`config.mk`:
```
export PLATFORM = sky130hd
export DESIGN_NAME = pi1_to_axi4_flat
export DESIGN_NICKNAME = d
export VERILOG_FILES = /design/src/rtl/pi1_to_axi4_if.sv /design/src/rtl/pi1_to_axi4.sv /design/src/flat_wrapper.sv
export SDC_FILE = /design/constraint.sdc
export NUM_CORES = 1
export LEC_CHECK = 0
export BUFFER_PORTS_ARGS = -buffer_cell sky130_fd_sc_hd__buf_2
export CORE_AREA = 4 4 122 124
export DETAILED_ROUTE_END_ITERATION = 12
export DIE_AREA = 0 0 126 128
export PLACE_DENSITY = 0.78
export RECOVER_POWER = 50
export SETUP_SLACK_MARGIN = 0.15
export SLEW_MARGIN = 10
export SYNTH_ARGS = -nofsm -noshare
export SYNTH_HDL_FRONTEND = slang
export SYNTH_SLANG_ARGS = --single-unit
```
`constraint.sdc`:
```
create_clock -name clk_i -period 4.9 [get_ports clk_i]
set_input_delay 0.98 -clock clk_i [delete_from_list [all_inputs] [get_ports clk_i]]
set_output_delay 0.98 -clock clk_i [all_outputs]
set_load 0.005 [all_outputs]
```
`src/rtl/pi1_to_axi4_if.sv`:
```
`default_nettype none
// +----------------------------------------------------------------------------+
// | pi1_if / axi4_if                                                           |
// | PI1 word bus and single-beat AXI4 bus bundles used by pi1_to_axi4.         |
// | Revision: 1.0                                                              |
// +----------------------------------------------------------------------------+

interface pi1_if #(
   parameter int ARCHBITSZ = 32
) ();
   localparam int ADDRW = ARCHBITSZ - $clog2(ARCHBITSZ/8);

   logic [1:0]             pi1_op_i;
   logic [ADDRW-1:0]       pi1_addr_i;
   logic [ARCHBITSZ-1:0]   pi1_data_i;
   logic [ARCHBITSZ-1:0]   pi1_data_o;
   logic [ARCHBITSZ/8-1:0] pi1_sel_i;
   logic                   pi1_rdy_o;

   modport master (
      output pi1_op_i, pi1_addr_i, pi1_data_i, pi1_sel_i,
      input  pi1_data_o, pi1_rdy_o
   );

   modport slave (
      input  pi1_op_i, pi1_addr_i, pi1_data_i, pi1_sel_i,
      output pi1_data_o, pi1_rdy_o
   );
endinterface

interface axi4_if #(
   parameter int ARCHBITSZ     = 32,
   parameter int AXI4_ID_WIDTH = 4
) ();
   logic [AXI4_ID_WIDTH-1:0] axi4_awid_o;
   logic [ARCHBITSZ-1:0]     axi4_awaddr_o;
   logic [7:0]               axi4_awlen_o;
   logic [2:0]               axi4_awsize_o;
   logic [1:0]               axi4_awburst_o;
   logic [0:0]               axi4_awlock_o;
   logic [3:0]               axi4_awcache_o;
   logic [2:0]               axi4_awprot_o;
   logic [3:0]               axi4_awqos_o;
   logic                     axi4_awvalid_o;
   logic                     axi4_awready_i;

   logic [ARCHBITSZ-1:0]     axi4_wdata_o;
   logic [ARCHBITSZ/8-1:0]   axi4_wstrb_o;
   logic                     axi4_wlast_o;
   logic                     axi4_wvalid_o;
   logic                     axi4_wready_i;

   logic                     axi4_bready_o;
   logic [AXI4_ID_WIDTH-1:0] axi4_bid_i;
   logic [1:0]               axi4_bresp_i;
   logic                     axi4_bvalid_i;

   logic [AXI4_ID_WIDTH-1:0] axi4_arid_o;
   logic [ARCHBITSZ-1:0]     axi4_araddr_o;
   logic [7:0]               axi4_arlen_o;
   logic [2:0]               axi4_arsize_o;
   logic [1:0]               axi4_arburst_o;
   logic [0:0]               axi4_arlock_o;
   logic [3:0]               axi4_arcache_o;
   logic [2:0]               axi4_arprot_o;
   logic [3:0]               axi4_arqos_o;
   logic                     axi4_arvalid_o;
   logic                     axi4_arready_i;

   logic                     axi4_rready_o;
   logic [AXI4_ID_WIDTH-1:0] axi4_rid_i;
   logic [ARCHBITSZ-1:0]     axi4_rdata_i;
   logic [1:0]               axi4_rresp_i;
   logic                     axi4_rlast_i;
   logic                     axi4_rvalid_i;

   modport master (
      output axi4_awid_o, axi4_awaddr_o, axi4_awlen_o, axi4_awsize_o, axi4_awburst_o,
             axi4_awlock_o, axi4_awcache_o, axi4_awprot_o, axi4_awqos_o, axi4_awvalid_o,
             axi4_wdata_o, axi4_wstrb_o, axi4_wlast_o, axi4_wvalid_o, axi4_bready_o,
             axi4_arid_o, axi4_araddr_o, axi4_arlen_o, axi4_arsize_o, axi4_arburst_o,
             axi4_arlock_o, axi4_arcache_o, axi4_arprot_o, axi4_arqos_o, axi4_arvalid_o,
             axi4_rready_o,
      input  axi4_awready_i, axi4_wready_i, axi4_bid_i, axi4_bresp_i, axi4_bvalid_i,
             axi4_arready_i, axi4_rid_i, axi4_rdata_i, axi4_rresp_i, axi4_rlast_i,
             axi4_rvalid_i
   );

   modport slave (
      input  axi4_awid_o, axi4_awaddr_o, axi4_awlen_o, axi4_awsize_o, axi4_awburst_o,
             axi4_awlock_o, axi4_awcache_o, axi4_awprot_o, axi4_awqos_o, axi4_awvalid_o,
             axi4_wdata_o, axi4_wstrb_o, axi4_wlast_o, axi4_wvalid_o, axi4_bready_o,
             axi4_arid_o, axi4_araddr_o, axi4_arlen_o, axi4_arsize_o, axi4_arburst_o,
             axi4_arlock_o, axi4_arcache_o, axi4_arprot_o, axi4_arqos_o, axi4_arvalid_o,
             axi4_rready_o,
      output axi4_awready_i, axi4_wready_i, axi4_bid_i, axi4_bresp_i, axi4_bvalid_i,
             axi4_arready_i, axi4_rid_i, axi4_rdata_i, axi4_rresp_i, axi4_rlast_i,
             axi4_rvalid_i
   );
endinterface

`default_nettype wire

```
`src/rtl/pi1_to_axi4.sv`:
```
`default_nettype none
// +----------------------------------------------------------------------------+
// | pi1_to_axi4                                                                |
// | PI1 slave to AXI4 master bridge: single-word READ/WRITE/SWAP issued as     |
// | single-beat AXI4 transactions, one outstanding. Optional macro             |
// | PI1_TO_AXI4_ERR_EN adds err_o and skips the SWAP write on a read error.    |
// | Revision: 1.0                                                              |
// +----------------------------------------------------------------------------+

module pi1_to_axi4 #(
   parameter int ARCHBITSZ     = 32,
   parameter int AXI4_ID_WIDTH = 4,
   parameter int AXI4_ID       = 0
) (
   input  logic   clk_i,
   input  logic   rst_ni,
   pi1_if.slave   pi1,
   axi4_if.master axi4
`ifdef PI1_TO_AXI4_ERR_EN
   ,
   output logic   err_o
`endif
);

   localparam int ADDR_LSB = $clog2(ARCHBITSZ/8);
   localparam int ADDRW    = ARCHBITSZ - ADDR_LSB;
   localparam int SELW     = ARCHBITSZ/8;

   localparam logic [1:0] OP_NOP   = 2'b00;
   localparam logic [1:0] OP_WRITE = 2'b01;
   localparam logic [1:0] OP_SWAP  = 2'b11;

   typedef enum logic [2:0] {
      ST_IDLE = 3'd0,
      ST_AR   = 3'd1,
      ST_R    = 3'd2,
      ST_AW_W = 3'd3,
      ST_B    = 3'd4,
      ST_DONE = 3'd5
   } state_t;

   state_t               state_q, state_d;
   logic [1:0]           op_q, op_d;
   logic [ADDRW-1:0]     addr_q, addr_d;
   logic [ARCHBITSZ-1:0] wdata_q, wdata_d;
   logic [SELW-1:0]      sel_q, sel_d;
   logic [ARCHBITSZ-1:0] rdata_q, rdata_d;
   logic                 rdy_q, rdy_d;
   logic                 arvalid_q, arvalid_d;
   logic                 rready_q, rready_d;
   logic                 awvalid_q, awvalid_d;
   logic                 wvalid_q, wvalid_d;
   logic                 bready_q, bready_d;
`ifdef PI1_TO_AXI4_ERR_EN
   logic                 err_q, err_d;
`endif

   logic accept;
   logic swap_wr;
   logic aw_ok;
   logic w_ok;
   logic unused_inputs;

   // New ops are taken both in IDLE and in DONE so back-to-back ops lose no cycle.
   assign accept = rdy_q && (pi1.pi1_op_i != OP_NOP) &&
                   ((state_q == ST_IDLE) || (state_q == ST_DONE));

`ifdef PI1_TO_AXI4_ERR_EN
   assign swap_wr = (op_q == OP_SWAP) && !axi4.axi4_rresp_i[1];
`else
   assign swap_wr = (op_q == OP_SWAP);
`endif

   assign aw_ok = !awvalid_q || axi4.axi4_awready_i;
   assign w_ok  = !wvalid_q  || axi4.axi4_wready_i;

   assign unused_inputs = ^{axi4.axi4_bid_i, axi4.axi4_rid_i, axi4.axi4_rlast_i,
                            axi4.axi4_rresp_i, axi4.axi4_bresp_i};

   always_comb begin
      state_d   = state_q;
      op_d      = op_q;
      addr_d    = addr_q;
      wdata_d   = wdata_q;
      sel_d     = sel_q;
      rdata_d   = rdata_q;
      rdy_d     = rdy_q;
      arvalid_d = arvalid_q;
      rready_d  = rready_q;
      awvalid_d = awvalid_q;
      wvalid_d  = wvalid_q;
      bready_d  = bready_q;
`ifdef PI1_TO_AXI4_ERR_EN
      err_d     = err_q;
`endif
      case (state_q)
         ST_IDLE, ST_DONE: begin
            if (accept) begin
               op_d    = pi1.pi1_op_i;
               addr_d  = pi1.pi1_addr_i;
               wdata_d = pi1.pi1_data_i;
               sel_d   = pi1.pi1_sel_i;
               rdy_d   = 1'b0;
`ifdef PI1_TO_AXI4_ERR_EN
               err_d   = 1'b0;
`endif
               if (pi1.pi1_op_i == OP_WRITE) begin
                  state_d   = ST_AW_W;
                  awvalid_d = 1'b1;
                  wvalid_d  = 1'b1;
               end else begin
                  state_d   = ST_AR;
                  arvalid_d = 1'b1;
               end
            end else begin
               state_d = ST_IDLE;
            end
         end
         ST_AR: begin
            if (axi4.axi4_arready_i) begin
               arvalid_d = 1'b0;
               rready_d  = 1'b1;
               state_d   = ST_R;
            end
         end
         ST_R: begin
            if (axi4.axi4_rvalid_i) begin
               rdata_d  = axi4.axi4_rdata_i;
               rready_d = 1'b0;
               if (swap_wr) begin
                  state_d   = ST_AW_W;
                  awvalid_d = 1'b1;
                  wvalid_d  = 1'b1;
               end else begin
                  state_d = ST_DONE;
                  rdy_d   = 1'b1;
`ifdef PI1_TO_AXI4_ERR_EN
                  err_d   = axi4.axi4_rresp_i[1];
`endif
               end
            end
         end
         ST_AW_W: begin
            // AW and W complete independently; move on once both have been accepted.
            if (awvalid_q && axi4.axi4_awready_i) awvalid_d = 1'b0;
            if (wvalid_q && axi4.axi4_wready_i)   wvalid_d  = 1'b0;
            if (aw_ok && w_ok) begin
               state_d  = ST_B;
               bready_d = 1'b1;
            end
         end
         ST_B: begin
            if (axi4.axi4_bvalid_i) begin
               bready_d = 1'b0;
               rdy_d    = 1'b1;
               state_d  = ST_DONE;
`ifdef PI1_TO_AXI4_ERR_EN
               err_d    = axi4.axi4_bresp_i[1];
`endif
            end
         end
         default: begin
            state_d   = ST_IDLE;
            rdy_d     = 1'b1;
            arvalid_d = 1'b0;
            rready_d  = 1'b0;
            awvalid_d = 1'b0;
            wvalid_d  = 1'b0;
            bready_d  = 1'b0;
         end
      endcase
   end

   always_ff @(posedge clk_i or negedge rst_ni) begin
      if (!rst_ni) begin
         state_q   <= ST_IDLE;
         op_q      <= OP_NOP;
         addr_q    <= '0;
         wdata_q   <= '0;
         sel_q     <= '0;
         rdata_q   <= '0;
         rdy_q     <= 1'b1;
         arvalid_q <= 1'b0;
         rready_q  <= 1'b0;
         awvalid_q <= 1'b0;
         wvalid_q  <= 1'b0;
         bready_q  <= 1'b0;
`ifdef PI1_TO_AXI4_ERR_EN
         err_q     <= 1'b0;
`endif
      end else begin
         state_q   <= state_d;
         op_q      <= op_d;
         addr_q    <= addr_d;
         wdata_q   <= wdata_d;
         sel_q     <= sel_d;
         rdata_q   <= rdata_d;
         rdy_q     <= rdy_d;
         arvalid_q <= arvalid_d;
         rready_q  <= rready_d;
         awvalid_q <= awvalid_d;
         wvalid_q  <= wvalid_d;
         bready_q  <= bready_d;
`ifdef PI1_TO_AXI4_ERR_EN
         err_q     <= err_d;
`endif
      end
   end

   assign pi1.pi1_data_o = rdata_q;
   assign pi1.pi1_rdy_o  = rdy_q;
`ifdef PI1_TO_AXI4_ERR_EN
   assign err_o = err_q;
`endif

   assign axi4.axi4_awid_o    = AXI4_ID_WIDTH'(AXI4_ID);
   assign axi4.axi4_awaddr_o  = {addr_q, {ADDR_LSB{1'b0}}};
   assign axi4.axi4_awlen_o   = 8'd0;
   assign axi4.axi4_awsize_o  = 3'(ADDR_LSB);
   assign axi4.axi4_awburst_o = 2'b01;
   assign axi4.axi4_awlock_o  = 1'b0;
   assign axi4.axi4_awcache_o = 4'b0011;
   assign axi4.axi4_awprot_o  = 3'b000;
   assign axi4.axi4_awqos_o   = 4'd0;
   assign axi4.axi4_awvalid_o = awvalid_q;

   assign axi4.axi4_wdata_o   = wdata_q;
   assign axi4.axi4_wstrb_o   = sel_q;
   assign axi4.axi4_wlast_o   = 1'b1;
   assign axi4.axi4_wvalid_o  = wvalid_q;
   assign axi4.axi4_bready_o  = bready_q;

   assign axi4.axi4_arid_o    = AXI4_ID_WIDTH'(AXI4_ID);
   assign axi4.axi4_araddr_o  = {addr_q, {ADDR_LSB{1'b0}}};
   assign axi4.axi4_arlen_o   = 8'd0;
   assign axi4.axi4_arsize_o  = 3'(ADDR_LSB);
   assign axi4.axi4_arburst_o = 2'b01;
   assign axi4.axi4_arlock_o  = 1'b0;
   assign axi4.axi4_arcache_o = 4'b0011;
   assign axi4.axi4_arprot_o  = 3'b000;
   assign axi4.axi4_arqos_o   = 4'd0;
   assign axi4.axi4_arvalid_o = arvalid_q;
   assign axi4.axi4_rready_o  = rready_q;

endmodule

`default_nettype wire

```
`src/flat_wrapper.sv`:
```
// flat-port wrapper written by rule: the top's interface ports become plain ports
module pi1_to_axi4_flat 
#(
   parameter int ARCHBITSZ     = 32,
   parameter int AXI4_ID_WIDTH = 4,
   parameter int AXI4_ID       = 0
)
  (clk_i, rst_ni, pi1_pi1_op_i, pi1_pi1_addr_i, pi1_pi1_data_i, pi1_pi1_sel_i, pi1_pi1_data_o, pi1_pi1_rdy_o, axi4_axi4_awid_o, axi4_axi4_awaddr_o, axi4_axi4_awlen_o, axi4_axi4_awsize_o, axi4_axi4_awburst_o, axi4_axi4_awlock_o, axi4_axi4_awcache_o, axi4_axi4_awprot_o, axi4_axi4_awqos_o, axi4_axi4_awvalid_o, axi4_axi4_wdata_o, axi4_axi4_wstrb_o, axi4_axi4_wlast_o, axi4_axi4_wvalid_o, axi4_axi4_bready_o, axi4_axi4_arid_o, axi4_axi4_araddr_o, axi4_axi4_arlen_o, axi4_axi4_arsize_o, axi4_axi4_arburst_o, axi4_axi4_arlock_o, axi4_axi4_arcache_o, axi4_axi4_arprot_o, axi4_axi4_arqos_o, axi4_axi4_arvalid_o, axi4_axi4_rready_o, axi4_axi4_awready_i, axi4_axi4_wready_i, axi4_axi4_bid_i, axi4_axi4_bresp_i, axi4_axi4_bvalid_i, axi4_axi4_arready_i, axi4_axi4_rid_i, axi4_axi4_rdata_i, axi4_axi4_rresp_i, axi4_axi4_rlast_i, axi4_axi4_rvalid_i);
  pi1_if #(.ARCHBITSZ(ARCHBITSZ)) pi1_i ();
  axi4_if #(.ARCHBITSZ(ARCHBITSZ), .AXI4_ID_WIDTH(AXI4_ID_WIDTH)) axi4_i ();
  input  logic clk_i;
  input  logic rst_ni;
  input wire logic [$bits(pi1_i.pi1_op_i)-1:0] pi1_pi1_op_i;
  input wire logic [$bits(pi1_i.pi1_addr_i)-1:0] pi1_pi1_addr_i;
  input wire logic [$bits(pi1_i.pi1_data_i)-1:0] pi1_pi1_data_i;
  input wire logic [$bits(pi1_i.pi1_sel_i)-1:0] pi1_pi1_sel_i;
  output wire logic [$bits(pi1_i.pi1_data_o)-1:0] pi1_pi1_data_o;
  output wire logic [$bits(pi1_i.pi1_rdy_o)-1:0] pi1_pi1_rdy_o;
  output wire logic [$bits(axi4_i.axi4_awid_o)-1:0] axi4_axi4_awid_o;
  output wire logic [$bits(axi4_i.axi4_awaddr_o)-1:0] axi4_axi4_awaddr_o;
  output wire logic [$bits(axi4_i.axi4_awlen_o)-1:0] axi4_axi4_awlen_o;
  output wire logic [$bits(axi4_i.axi4_awsize_o)-1:0] axi4_axi4_awsize_o;
  output wire logic [$bits(axi4_i.axi4_awburst_o)-1:0] axi4_axi4_awburst_o;
  output wire logic [$bits(axi4_i.axi4_awlock_o)-1:0] axi4_axi4_awlock_o;
  output wire logic [$bits(axi4_i.axi4_awcache_o)-1:0] axi4_axi4_awcache_o;
  output wire logic [$bits(axi4_i.axi4_awprot_o)-1:0] axi4_axi4_awprot_o;
  output wire logic [$bits(axi4_i.axi4_awqos_o)-1:0] axi4_axi4_awqos_o;
  output wire logic [$bits(axi4_i.axi4_awvalid_o)-1:0] axi4_axi4_awvalid_o;
  output wire logic [$bits(axi4_i.axi4_wdata_o)-1:0] axi4_axi4_wdata_o;
  output wire logic [$bits(axi4_i.axi4_wstrb_o)-1:0] axi4_axi4_wstrb_o;
  output wire logic [$bits(axi4_i.axi4_wlast_o)-1:0] axi4_axi4_wlast_o;
  output wire logic [$bits(axi4_i.axi4_wvalid_o)-1:0] axi4_axi4_wvalid_o;
  output wire logic [$bits(axi4_i.axi4_bready_o)-1:0] axi4_axi4_bready_o;
  output wire logic [$bits(axi4_i.axi4_arid_o)-1:0] axi4_axi4_arid_o;
  output wire logic [$bits(axi4_i.axi4_araddr_o)-1:0] axi4_axi4_araddr_o;
  output wire logic [$bits(axi4_i.axi4_arlen_o)-1:0] axi4_axi4_arlen_o;
  output wire logic [$bits(axi4_i.axi4_arsize_o)-1:0] axi4_axi4_arsize_o;
  output wire logic [$bits(axi4_i.axi4_arburst_o)-1:0] axi4_axi4_arburst_o;
  output wire logic [$bits(axi4_i.axi4_arlock_o)-1:0] axi4_axi4_arlock_o;
  output wire logic [$bits(axi4_i.axi4_arcache_o)-1:0] axi4_axi4_arcache_o;
  output wire logic [$bits(axi4_i.axi4_arprot_o)-1:0] axi4_axi4_arprot_o;
  output wire logic [$bits(axi4_i.axi4_arqos_o)-1:0] axi4_axi4_arqos_o;
  output wire logic [$bits(axi4_i.axi4_arvalid_o)-1:0] axi4_axi4_arvalid_o;
  output wire logic [$bits(axi4_i.axi4_rready_o)-1:0] axi4_axi4_rready_o;
  input wire logic [$bits(axi4_i.axi4_awready_i)-1:0] axi4_axi4_awready_i;
  input wire logic [$bits(axi4_i.axi4_wready_i)-1:0] axi4_axi4_wready_i;
  input wire logic [$bits(axi4_i.axi4_bid_i)-1:0] axi4_axi4_bid_i;
  input wire logic [$bits(axi4_i.axi4_bresp_i)-1:0] axi4_axi4_bresp_i;
  input wire logic [$bits(axi4_i.axi4_bvalid_i)-1:0] axi4_axi4_bvalid_i;
  input wire logic [$bits(axi4_i.axi4_arready_i)-1:0] axi4_axi4_arready_i;
  input wire logic [$bits(axi4_i.axi4_rid_i)-1:0] axi4_axi4_rid_i;
  input wire logic [$bits(axi4_i.axi4_rdata_i)-1:0] axi4_axi4_rdata_i;
  input wire logic [$bits(axi4_i.axi4_rresp_i)-1:0] axi4_axi4_rresp_i;
  input wire logic [$bits(axi4_i.axi4_rlast_i)-1:0] axi4_axi4_rlast_i;
  input wire logic [$bits(axi4_i.axi4_rvalid_i)-1:0] axi4_axi4_rvalid_i;
  assign pi1_i.pi1_op_i = pi1_pi1_op_i;
  assign pi1_i.pi1_addr_i = pi1_pi1_addr_i;
  assign pi1_i.pi1_data_i = pi1_pi1_data_i;
  assign pi1_i.pi1_sel_i = pi1_pi1_sel_i;
  assign pi1_pi1_data_o = pi1_i.pi1_data_o;
  assign pi1_pi1_rdy_o = pi1_i.pi1_rdy_o;
  assign axi4_axi4_awid_o = axi4_i.axi4_awid_o;
  assign axi4_axi4_awaddr_o = axi4_i.axi4_awaddr_o;
  assign axi4_axi4_awlen_o = axi4_i.axi4_awlen_o;
  assign axi4_axi4_awsize_o = axi4_i.axi4_awsize_o;
  assign axi4_axi4_awburst_o = axi4_i.axi4_awburst_o;
  assign axi4_axi4_awlock_o = axi4_i.axi4_awlock_o;
  assign axi4_axi4_awcache_o = axi4_i.axi4_awcache_o;
  assign axi4_axi4_awprot_o = axi4_i.axi4_awprot_o;
  assign axi4_axi4_awqos_o = axi4_i.axi4_awqos_o;
  assign axi4_axi4_awvalid_o = axi4_i.axi4_awvalid_o;
  assign axi4_axi4_wdata_o = axi4_i.axi4_wdata_o;
  assign axi4_axi4_wstrb_o = axi4_i.axi4_wstrb_o;
  assign axi4_axi4_wlast_o = axi4_i.axi4_wlast_o;
  assign axi4_axi4_wvalid_o = axi4_i.axi4_wvalid_o;
  assign axi4_axi4_bready_o = axi4_i.axi4_bready_o;
  assign axi4_axi4_arid_o = axi4_i.axi4_arid_o;
  assign axi4_axi4_araddr_o = axi4_i.axi4_araddr_o;
  assign axi4_axi4_arlen_o = axi4_i.axi4_arlen_o;
  assign axi4_axi4_arsize_o = axi4_i.axi4_arsize_o;
  assign axi4_axi4_arburst_o = axi4_i.axi4_arburst_o;
  assign axi4_axi4_arlock_o = axi4_i.axi4_arlock_o;
  assign axi4_axi4_arcache_o = axi4_i.axi4_arcache_o;
  assign axi4_axi4_arprot_o = axi4_i.axi4_arprot_o;
  assign axi4_axi4_arqos_o = axi4_i.axi4_arqos_o;
  assign axi4_axi4_arvalid_o = axi4_i.axi4_arvalid_o;
  assign axi4_axi4_rready_o = axi4_i.axi4_rready_o;
  assign axi4_i.axi4_awready_i = axi4_axi4_awready_i;
  assign axi4_i.axi4_wready_i = axi4_axi4_wready_i;
  assign axi4_i.axi4_bid_i = axi4_axi4_bid_i;
  assign axi4_i.axi4_bresp_i = axi4_axi4_bresp_i;
  assign axi4_i.axi4_bvalid_i = axi4_axi4_bvalid_i;
  assign axi4_i.axi4_arready_i = axi4_axi4_arready_i;
  assign axi4_i.axi4_rid_i = axi4_axi4_rid_i;
  assign axi4_i.axi4_rdata_i = axi4_axi4_rdata_i;
  assign axi4_i.axi4_rresp_i = axi4_axi4_rresp_i;
  assign axi4_i.axi4_rlast_i = axi4_axi4_rlast_i;
  assign axi4_i.axi4_rvalid_i = axi4_axi4_rvalid_i;
  pi1_to_axi4 #(.ARCHBITSZ(ARCHBITSZ), .AXI4_ID_WIDTH(AXI4_ID_WIDTH), .AXI4_ID(AXI4_ID)) u_core (.clk_i(clk_i), .rst_ni(rst_ni), .pi1(pi1_i), .axi4(axi4_i));
endmodule
```
# --- After elaboration in Yosys (flattened, before gate mapping) ---
# Cells that the tools add are included.
word_totals:
  reg_bits: 109
  inputBits: 120
  output_inout_bits: 197
op_classes:
  n_eq_ne: 18
  n_mux: 31
  bitwise: 5
  reduce_logical: 27
ops:
  columns: ["operator", "n"]
  rows:
  - ["$mux W1", 17]
  - ["$mux W3", 5]
  - ["$pmux W3 S5", 1]
  - ["$ne A2 B1 Y1 const B", 6]
  - ["$pmux W1 S4", 3]
  - ["$reduce_and A6 Y1", 2]
  - ["$ne A2 B2 Y1 const B", 5]
  - ["$pmux W1 S3", 3]
  - ["$reduce_and A4 Y1", 2]
  - ["$reduce_or A4 Y1", 2]
  - ["$eq A3 B2 Y1 const B", 2]
  - ["$eq A3 B3 Y1 const B", 2]
  - ["$reduce_and A3 Y1", 2]
  - ["$reduce_or A2 Y1", 3]
  - ["$logic_and A1 B1 Y1", 5]
  - ["$not A1 Y1", 5]
  - ["$reduce_and A5 Y1", 1]
  - ["$mux W2", 2]
  - ["$reduce_and A2 Y1", 2]
  - ["$eq A3 B1 Y1 const B", 1]
  - ["$logic_not A3 Y1", 1]
  - ["$logic_or A1 B1 Y1", 3]
  - ["$reduce_or A3 Y1", 1]
  - ["$eq A2 B1 Y1 const B", 1]
  - ["3 further kinds", 4]

# --- Depth between registers and ports, before layout ---
# Gate-level depths: netlist of the first run.
logic_depth:
  depth_word: 5
  depth_mapped: 6
  depth_no_buf: 4

# --- Least setup slack after synthesis of the first run ---
# Ideal clock, no wire load.
synth_path:
  path_kind: "in2reg"
  from: "input port pi1_pi1_op_i[0]"
  to: "register u_core.addr_q[10]"
  setup_ns: 0.125
  arrival_ns: 1.973
  slack_ns: 2.802
  cell_stages: 4
  path_buffers: 1
  path_cell_list: "o21ai_0 nor3_4 buf_6 mux2_2"
synth_via:
  elab_chain_len: 4
synth_lines:
  columns: ["element", "line", "text"]
  rows:
  - ["start: declaration", "flat_wrapper.sv:13", "input wire logic [$bits(pi1_i.pi1_op_i)-1:0] pi1_pi1_op_i;"]
  - ["$reduce_bool A2 Y1", "pi1_to_axi4.sv:65", "assign accept = rdy_q && (pi1.pi1_op_i != OP_NOP) &&"]
  - ["$logic_and A1 B1 Y1 (2 in series)", "pi1_to_axi4.sv:65", null]
  - ["$reduce_and A2 Y1 (no line)", null, null]
  - ["end signal: assignment", "pi1_to_axi4.sv:194", "addr_q <= addr_d;"]
  - ["end: declaration", "pi1_to_axi4.sv:44", "logic [ADDRW-1:0] addr_q, addr_d;"]
# No other way between the ends.
# A chain may end at the register's enable or synchronous reset.

# --- Final worst setup path of the first run ---
layout_path:
  from: "register u_core.state_q[2]"
  to: "register u_core.addr_q[27]"
layout_via:
  elab_chain_len: 4
layout_lines:
  columns: ["element", "line", "text"]
  rows:
  - ["start: declaration", "pi1_to_axi4.sv:42", "state_t state_q, state_d;"]
  - ["start signal: assignment", "pi1_to_axi4.sv:192", "state_q <= state_d;"]
  - ["$eq A3 B3 Y1 / $logic_not A3 Y1 (equally long branches)", "pi1_to_axi4.sv:66, pi1_to_axi4.sv:96", null]
  - ["$logic_or A1 B1 Y1", "pi1_to_axi4.sv:66", "((state_q == ST_IDLE) || (state_q == ST_DONE));"]
  - ["$logic_and A1 B1 Y1", "pi1_to_axi4.sv:65", null]
  - ["$reduce_and A2 Y1 (no line) *", null, null]
# Every way passes the cells marked *; elsewhere a longest branch is shown, timed or not.

==> metrics.yaml, run 1 <==
synthesis:
  synth_most_common_cell: "dfrtp_1"
  synthTopCellsByArea: "dfrtp_1 (53%), mux2_2 (21%), buf_4 (14%)"
  synth.largest_area_cell: "dfrtp_1"
  synth-edff-count: 0
  yosysTopAreaCellShare_pct: 53.1
  synth.ff_latch_count: 109
  seq_area_frac_synth_pct: 53.6
  yosys_warnings: 0
  netlist_area_um2: 5090
  netlist_instances: 376
  synth_cell_type_count: 42
  syn_area_per_cell_um2: 13.5
  synth_ff_type: "dfrtp_1"
  synthArstFlopShare_pct: 100
  synthTopCellsByCount: "dfrtp_1 (108), buf_4 (93), mux2_2 (93)"
placed_design:
  dp_slack_ps: 2080
  gp_congestion: 0.762
  port_buffers: 240
  hpwlAfterDp_um: 8310
clock_tree:
  clk_pin_slew_ps: 70
  cts_setup_buffers: 0
  clkLatencyLatePin_ps: 350
  cts_tree: "built"
  holdBufCountCts: 0
  clkSinkCount: 109
  numCtsBuffers: 9
  cts-resized-gates: 0
  h-tree-depth: 3
  cts_buffer_depth: 2
  root_buffer: "clkbuf_16"
timing:
  whs_ps: 490
  fmax_mhz: 298
  fin_ws_ps: 1540
  setup_viol: 0
  worstMarginPinSlew_ps: 2030
  finClkSkew_ps: 8.60
  final_max_slew_viol_count: 15
  rsz0062_at_grt: "no"
  hold_viol: 0
  period_share_pct: 68.5
  fin_crit_ps: 3360
  relSlewSlack_pct: -36.3
  setup-tns-final_ps: 0
drt:
  drtPass1Iterations: 4
  ant_nets: 0
  via_per_inst: 4.37
  vias: 3356
  wl_per_cell_um: 14.2
  route.detailed.drc: 0
  wirelength_um: 10900
  drt-initial-drc-count: 80
worst_setup_path:
  worstSetupEndpointType: "register"
  cp_slowest_cell: "nor3_1"
  required_ps: 5120
  crit_family: "simple AND/OR/NAND/NOR gates"
  startpoint_type: "register"
  max_stage_delay_ps: 1590
  setup.worst_path.class: "reg2reg"
  crit_chain: "xor2_2 -> nor3_1 -> buf_12 -> mux2_2"
  cp_data_arrival_time_ps: 3580
  worst-path-buf-inv: 1
  worstPathMaxFanout: 56
finish:
  diodes: 0
  drive_above_1_share_pct: 51.0
  nets: 703
  area_growth_pct: 20.9
  nFillCells: 1327
floorplan:
  floorplan.die_area_um2: 16100
  core_region_area_um2: 13800
  die_x_um: 126
  row_count: 43
  start_util_pct: 36.9
  die_h_um: 128
  pin_count: 317
global_route:
  antenna_found_initial: 0
  grt_max_degree: 71
  grt_pass1_vias: 3345
  gr-total-overflow: 0
  grt_pass1_wl_um: 17000
  gr-usage-all-layers_pct: 13.0
outcome:
  status: "complete, but fails checks"
  violations: "max-capacitance violations, max-slew violations"
pwr:
  cellPowerDensity_nw_per_um2: 640
  p_leak_uw: 0.00297
  ir_drop_mv: 0.256
worst_hold_path:
  worstHoldPathType: "reg2reg"
run:
  drv_cap: 1
## placed cells by master (no fill, tap or decap), types with 2 or more instances in the layout
| master | synthesis | routed |
|---|---|---|
| buf_4 | 93 | 3 |
| buf_1 | 0 | 2 |
| clkbuf_1 | 1 | 54 |
| nand2b_1 | 5 | 5 |
| a221o_1 | 2 | 2 |
| nor2b_1 | 2 | 3 |
| clkbuf_8 | 0 | 2 |
| nor2_1 | 3 | 3 |
| inv_6 | 0 | 2 |
| conb_1 | 2 | 63 |
| o21ai_0 | 5 | 5 |
| mux2_2 | 93 | 93 |
| mux2_1 | 7 | 7 |
| or2_2 | 2 | 2 |
| nand2_1 | 5 | 5 |
| buf_2 | 4 | 184 |
| o31ai_1 | 2 | 2 |
| a21oi_1 | 2 | 2 |
| inv_1 | 4 | 4 |
| clkbuf_16 | 0 | 9 |
| o22ai_1 | 3 | 3 |
| dfrtp_1 | 108 | 108 |
## area by class of cell
cell class | count | area [um2] | area share [%]
multi-input combinational | 216 | 1720 | 28.0
tap | 180 | 225 | 3.66
inverter | 4 | 15.0 | 0.244
clock buffer | 12 | 256 | 4.17
sequential | 109 | 2730 | 44.4
clock inverter | 4 | 31.3 | 0.509
timing repair buffer | 243 | 1170 | 19.0
## logic make-up (layout without fill, tap and decap cells)
kind of cell	Yosys count	after routing	synth area share [%]
AO/OA/AOI/OAI	28	28	4.11
flip-flops	109	109	53.6
XOR/XNOR	1	1	0.320
adder cells (fa/ha/maj)	1	1	0.197
buffers and inverters	112	263	16.7
AND/OR/NAND/NOR	23	23	2.75
multiplexers	100	100	22.1
other	2	63	0.148
## flip-flops by register name (all words and copies together), names as in the netlist, 2 cells and up
register	count
u_core.addr_q	30
u_core.axi4.axi4_wdata_o	32
u_core.axi4.axi4_wstrb_o	4
u_core.op_q	2
u_core.pi1.pi1_data_o	32
u_core.state_q	3
## per-stage QoR
stage                     std cells  util (%)  area, um2  power, uW
after floorplan                 437         -       5320       2810
after global placement          752      43.2       5950       3300
after detailed placement        752      43.2       5950       3350
after CTS                       768      45.3       6230       4070
after global routing            768      44.7       6150       4230
final                           768      44.7       6150       3940
## report_power, final
group | total (uW) | switching [uW] | internal, uW
Combinational | 1580 | 678 | 899
Sequential | 1660 | 288 | 1370
Clock | 703 | 326 | 377
Total | 3940 | 1290 | 2640
## final timing paths
path / startpoint / to / slack [ps] / cells past startpoint
hold / removal: u_core.axi4.axi4_wdata_o[23] / u_core.axi4.axi4_wdata_o[23] / 490 / 1
max in group asynchronous: rst_ni / u_core.axi4.axi4_wdata_o[1] / 3040 / 2
setup / recovery: u_core.state_q[2] / u_core.addr_q[27] / 1540 / 4
hold reg to reg: u_core.axi4.axi4_wdata_o[23] / u_core.axi4.axi4_wdata_o[23] / 490 / 1
min in group asynchronous: rst_ni / u_core.axi4.axi4_wdata_o[22] / 740 / 1
setup reg to reg: u_core.state_q[2] / u_core.addr_q[27] / 1540 / 4
## layer usage
metal | vias up | track usage [%] | share of wire, %
met5 | - | 0 | 0
met3 | 12 | 3.17 | 8.0
met1 | 1629 | 15.0 | 37
li1 | 1561 | - | -
met4 | 0 | 4.98 | 1.7
met2 | 154 | 23.3 | 54
Power figures use the tool's default switching activity.
==> inputs of run 2 (changes only) <==
--- a/config.mk
+++ b/config.mk
@@ -6,10 +6,10 @@
 export NUM_CORES = 1
 export LEC_CHECK = 0
 export BUFFER_PORTS_ARGS = -buffer_cell sky130_fd_sc_hd__buf_2
-export CORE_AREA = 4 4 122 124
+export CORE_MARGIN = 4
+export CORE_UTILIZATION = 39
 export DETAILED_ROUTE_END_ITERATION = 12
-export DIE_AREA = 0 0 126 128
-export PLACE_DENSITY = 0.78
+export PLACE_DENSITY = 0.84
 export RECOVER_POWER = 50
 export SETUP_SLACK_MARGIN = 0.15
 export SLEW_MARGIN = 10
==> constraint.sdc (replaced) <==
create_clock -name clk_i -period 2.9 [get_ports clk_i]
set_input_delay 0.58 -clock clk_i [delete_from_list [all_inputs] [get_ports clk_i]]
set_output_delay 0.58 -clock clk_i [all_outputs]
set_load 0.005 [all_outputs]
==> run 2 against run 1 <==
Against the previous run: the flow now finishes without violations; critical path depth rose by 1; clock power rose by 66%; highest routed layer unchanged; clock skew rose by 1.9 ps; critical path type unchanged; die area fell by 7.4%; critical endpoint is now u_core.pi1.pi1_data_o[21].
==> metrics.yaml, run 2 (synthesized netlist as in run 1, its figures left out) <==
drt:
  drtPass1Iterations: 4  # unchanged
  ant_nets: 0  # unchanged
  routed.top_layer: "met4"  # unchanged
  wirelength_um: 11800  # was 10,900 um
  drt-initial-drc-count: 69  # was 80
  vias: 3443  # was 3,356
  route.detailed.drc: 0  # unchanged
  wl_per_cell_um: 15.4  # was 14.2 um
  dr_wl_met2_um: 6060  # was 5850 um
  m1WireLength_um: 4320  # was 3990 um
  wl_met3_um: 1100  # was 874 um
  via_per_inst: 4.51  # was 4.37
timing:
  setup_viol: 0  # unchanged
  worstMarginPinSlew_ps: 1320  # was 2030 ps
  whs_ps: 448  # was 490 ps
  setup-tns-final_ps: 0  # unchanged
  rsz0062_at_grt: "no"  # unchanged
  period_share_pct: 80.3  # was 68.5%
  fmax_mhz: 429  # was 298 MHz
  final_max_slew_viol_count: 0  # was 15
  fin_crit_ps: 2330  # was 3360 ps
  hold_viol: 0  # unchanged
  finClkSkew_ps: 10.5  # was 8.60 ps
  relSlewSlack_pct: 11.9  # was -36.3%
placed_design:
  dp_cells: 747  # was 752
  gp_congestion: 0.838  # was 0.762
  port_buffers: 240  # unchanged
  hpwlAfterDp_um: 9180  # was 8310 um
global_route:
  gr-total-overflow: 0  # unchanged
  grt_pass1_wl_um: 17600  # was 17,000 um
  gr-usage-all-layers_pct: 15.2  # was 13.0%
  grt_max_degree: 59  # was 71
  grt_pass1_vias: 3417  # was 3,345
  antenna_found_initial: 1  # was 0
floorplan:
  start_util_pct: 40.2  # was 36.9%
  floorplan.die_area_um2: 14900  # was 16,100 um2
  die_h_um: 122  # was 128 um
  row_count: 41  # was 43
  core_region_area_um2: 12700  # was 13,800 um2
  pin_count: 317  # unchanged
  die_x_um: 122  # was 126 um
clock_tree:
  cts_tree: "built"  # unchanged
  root_buffer: "clkbuf_16"  # unchanged
  cts_setup_buffers: 0  # unchanged
  clkSinkCount: 109  # unchanged
  clkLatencyLatePin_ps: 350  # about the same
  numCtsBuffers: 9  # unchanged
  h-tree-depth: 3  # unchanged
  holdBufCountCts: 0  # unchanged
  cts-resized-gates: 0  # unchanged
  clk_pin_slew_ps: 70  # about the same
  cts_buffer_depth: 2  # unchanged
worst_setup_path:
  cp_data_arrival_time_ps: 2550  # was 3580 ps
  setup.worst_path.class: "reg2reg"  # unchanged
  startpoint_type: "register"  # unchanged
  worstSetupEndpointType: "register"  # unchanged
  required_ps: 3120  # was 5120 ps
  worstPathMaxFanout: 32  # was 56
finish:
  final_cell_mix: "buf_2 (194), dfrtp_1 (108), mux2_2 (93), conb_1 (63), clkbuf_1 (47)"  # was buf_2 (184), dfrtp_1 (108), mux2_2 (93), conb_1 (63), clkbuf_1 (54)
  nets: 706  # was 703
  drive_above_1_share_pct: 53.1  # was 51.0%
  instances_no_fill: 764  # was 768
  final_common_cell: "buf_2"  # unchanged
  area_growth_pct: 21.6  # was 20.9%
pwr:
  ir_drop_mv: 0.577  # was 0.256 mV
  cellPowerDensity_nw_per_um2: 1090  # was 640 nW/um2
  power_uw: 6730  # was 3940 uW
  p_leak_uw: 0.00301  # was 0.00297 uW
worst_hold_path:
  worstHoldPathType: "in2reg"  # was reg2reg
run:
  drv_cap: 0  # was 1
outcome:
  status: "complete, no violations"  # was complete, but fails checks
-- run 2: cell count changes in the layout (fill, tap and decap cells not counted), sizes merged --
cell / previous run / this run
inv: 6 / 7
clkbuf: 65 / 57
buf: 190 / 198
diode: 0 / 1
clkinvlp: 0 / 2
-- run 2: worst max-delay path: stages (launching register included) --
cell and delay [ps]:
dfrtp_1 330, clkbuf_1 510, nor2b_2 370, and3_1 200
buf_4 380, mux2_2 390
-- run 2: final timing paths --
| check | startpoint | endpoint | slack [ps] | depth (start not counted) |
|---|---|---|---|---|
| max in group asynchronous | rst_ni | u_core.addr_q[16] | 1000 | 2 |
| hold reg to reg | u_core.axi4.axi4_wdata_o[23] | u_core.axi4.axi4_wdata_o[23] | 490 | 1 |
| setup / recovery | u_core.state_q[1] | u_core.pi1.pi1_data_o[21] | 570 | 5 |
| min in group asynchronous | rst_ni | u_core.axi4.axi4_bready_o | 510 | 1 |
| hold / removal | pi1_pi1_addr_i[2] | u_core.addr_q[2] | 450 | 2 |
| setup reg to reg | u_core.state_q[1] | u_core.pi1.pi1_data_o[21] | 570 | 5 |
-- run 2: layer usage --
metal | global-route usage (%) | vias to the layer above
li1 | - | 1569
met1 | 17.2 | 1683
met2 | 26.4 | 172
met3 | 4.65 | 19
met4 | 7.07 | 0
met5 | 0 | -
-- run 2: final cells by class --
cell class,instances,area (um2)
fill,1174,6480
sequential,109,2730
multi-input combinational,216,1740
timing repair buffer,246,1210
clock buffer,9,225
tap,172,215
clock inverter,7,55.1
inverter,4,15.0
antenna,1,2.50
-- run 2: where the power goes --
group	switching, uW	internal, uW
sequential	483	2310
combinational	1220	1550
clock	578	593
total	2280	4460
-- run 2: through the flow --
stage	worst slack [ps]	cell area [um2]	util, %
floorplan	1200	5320	-
global placement	927	5970	47.1
detailed placement	900	5970	47.1
CTS	903	6250	49.3
global route	437	6190	48.8
finish	571	6190	48.8
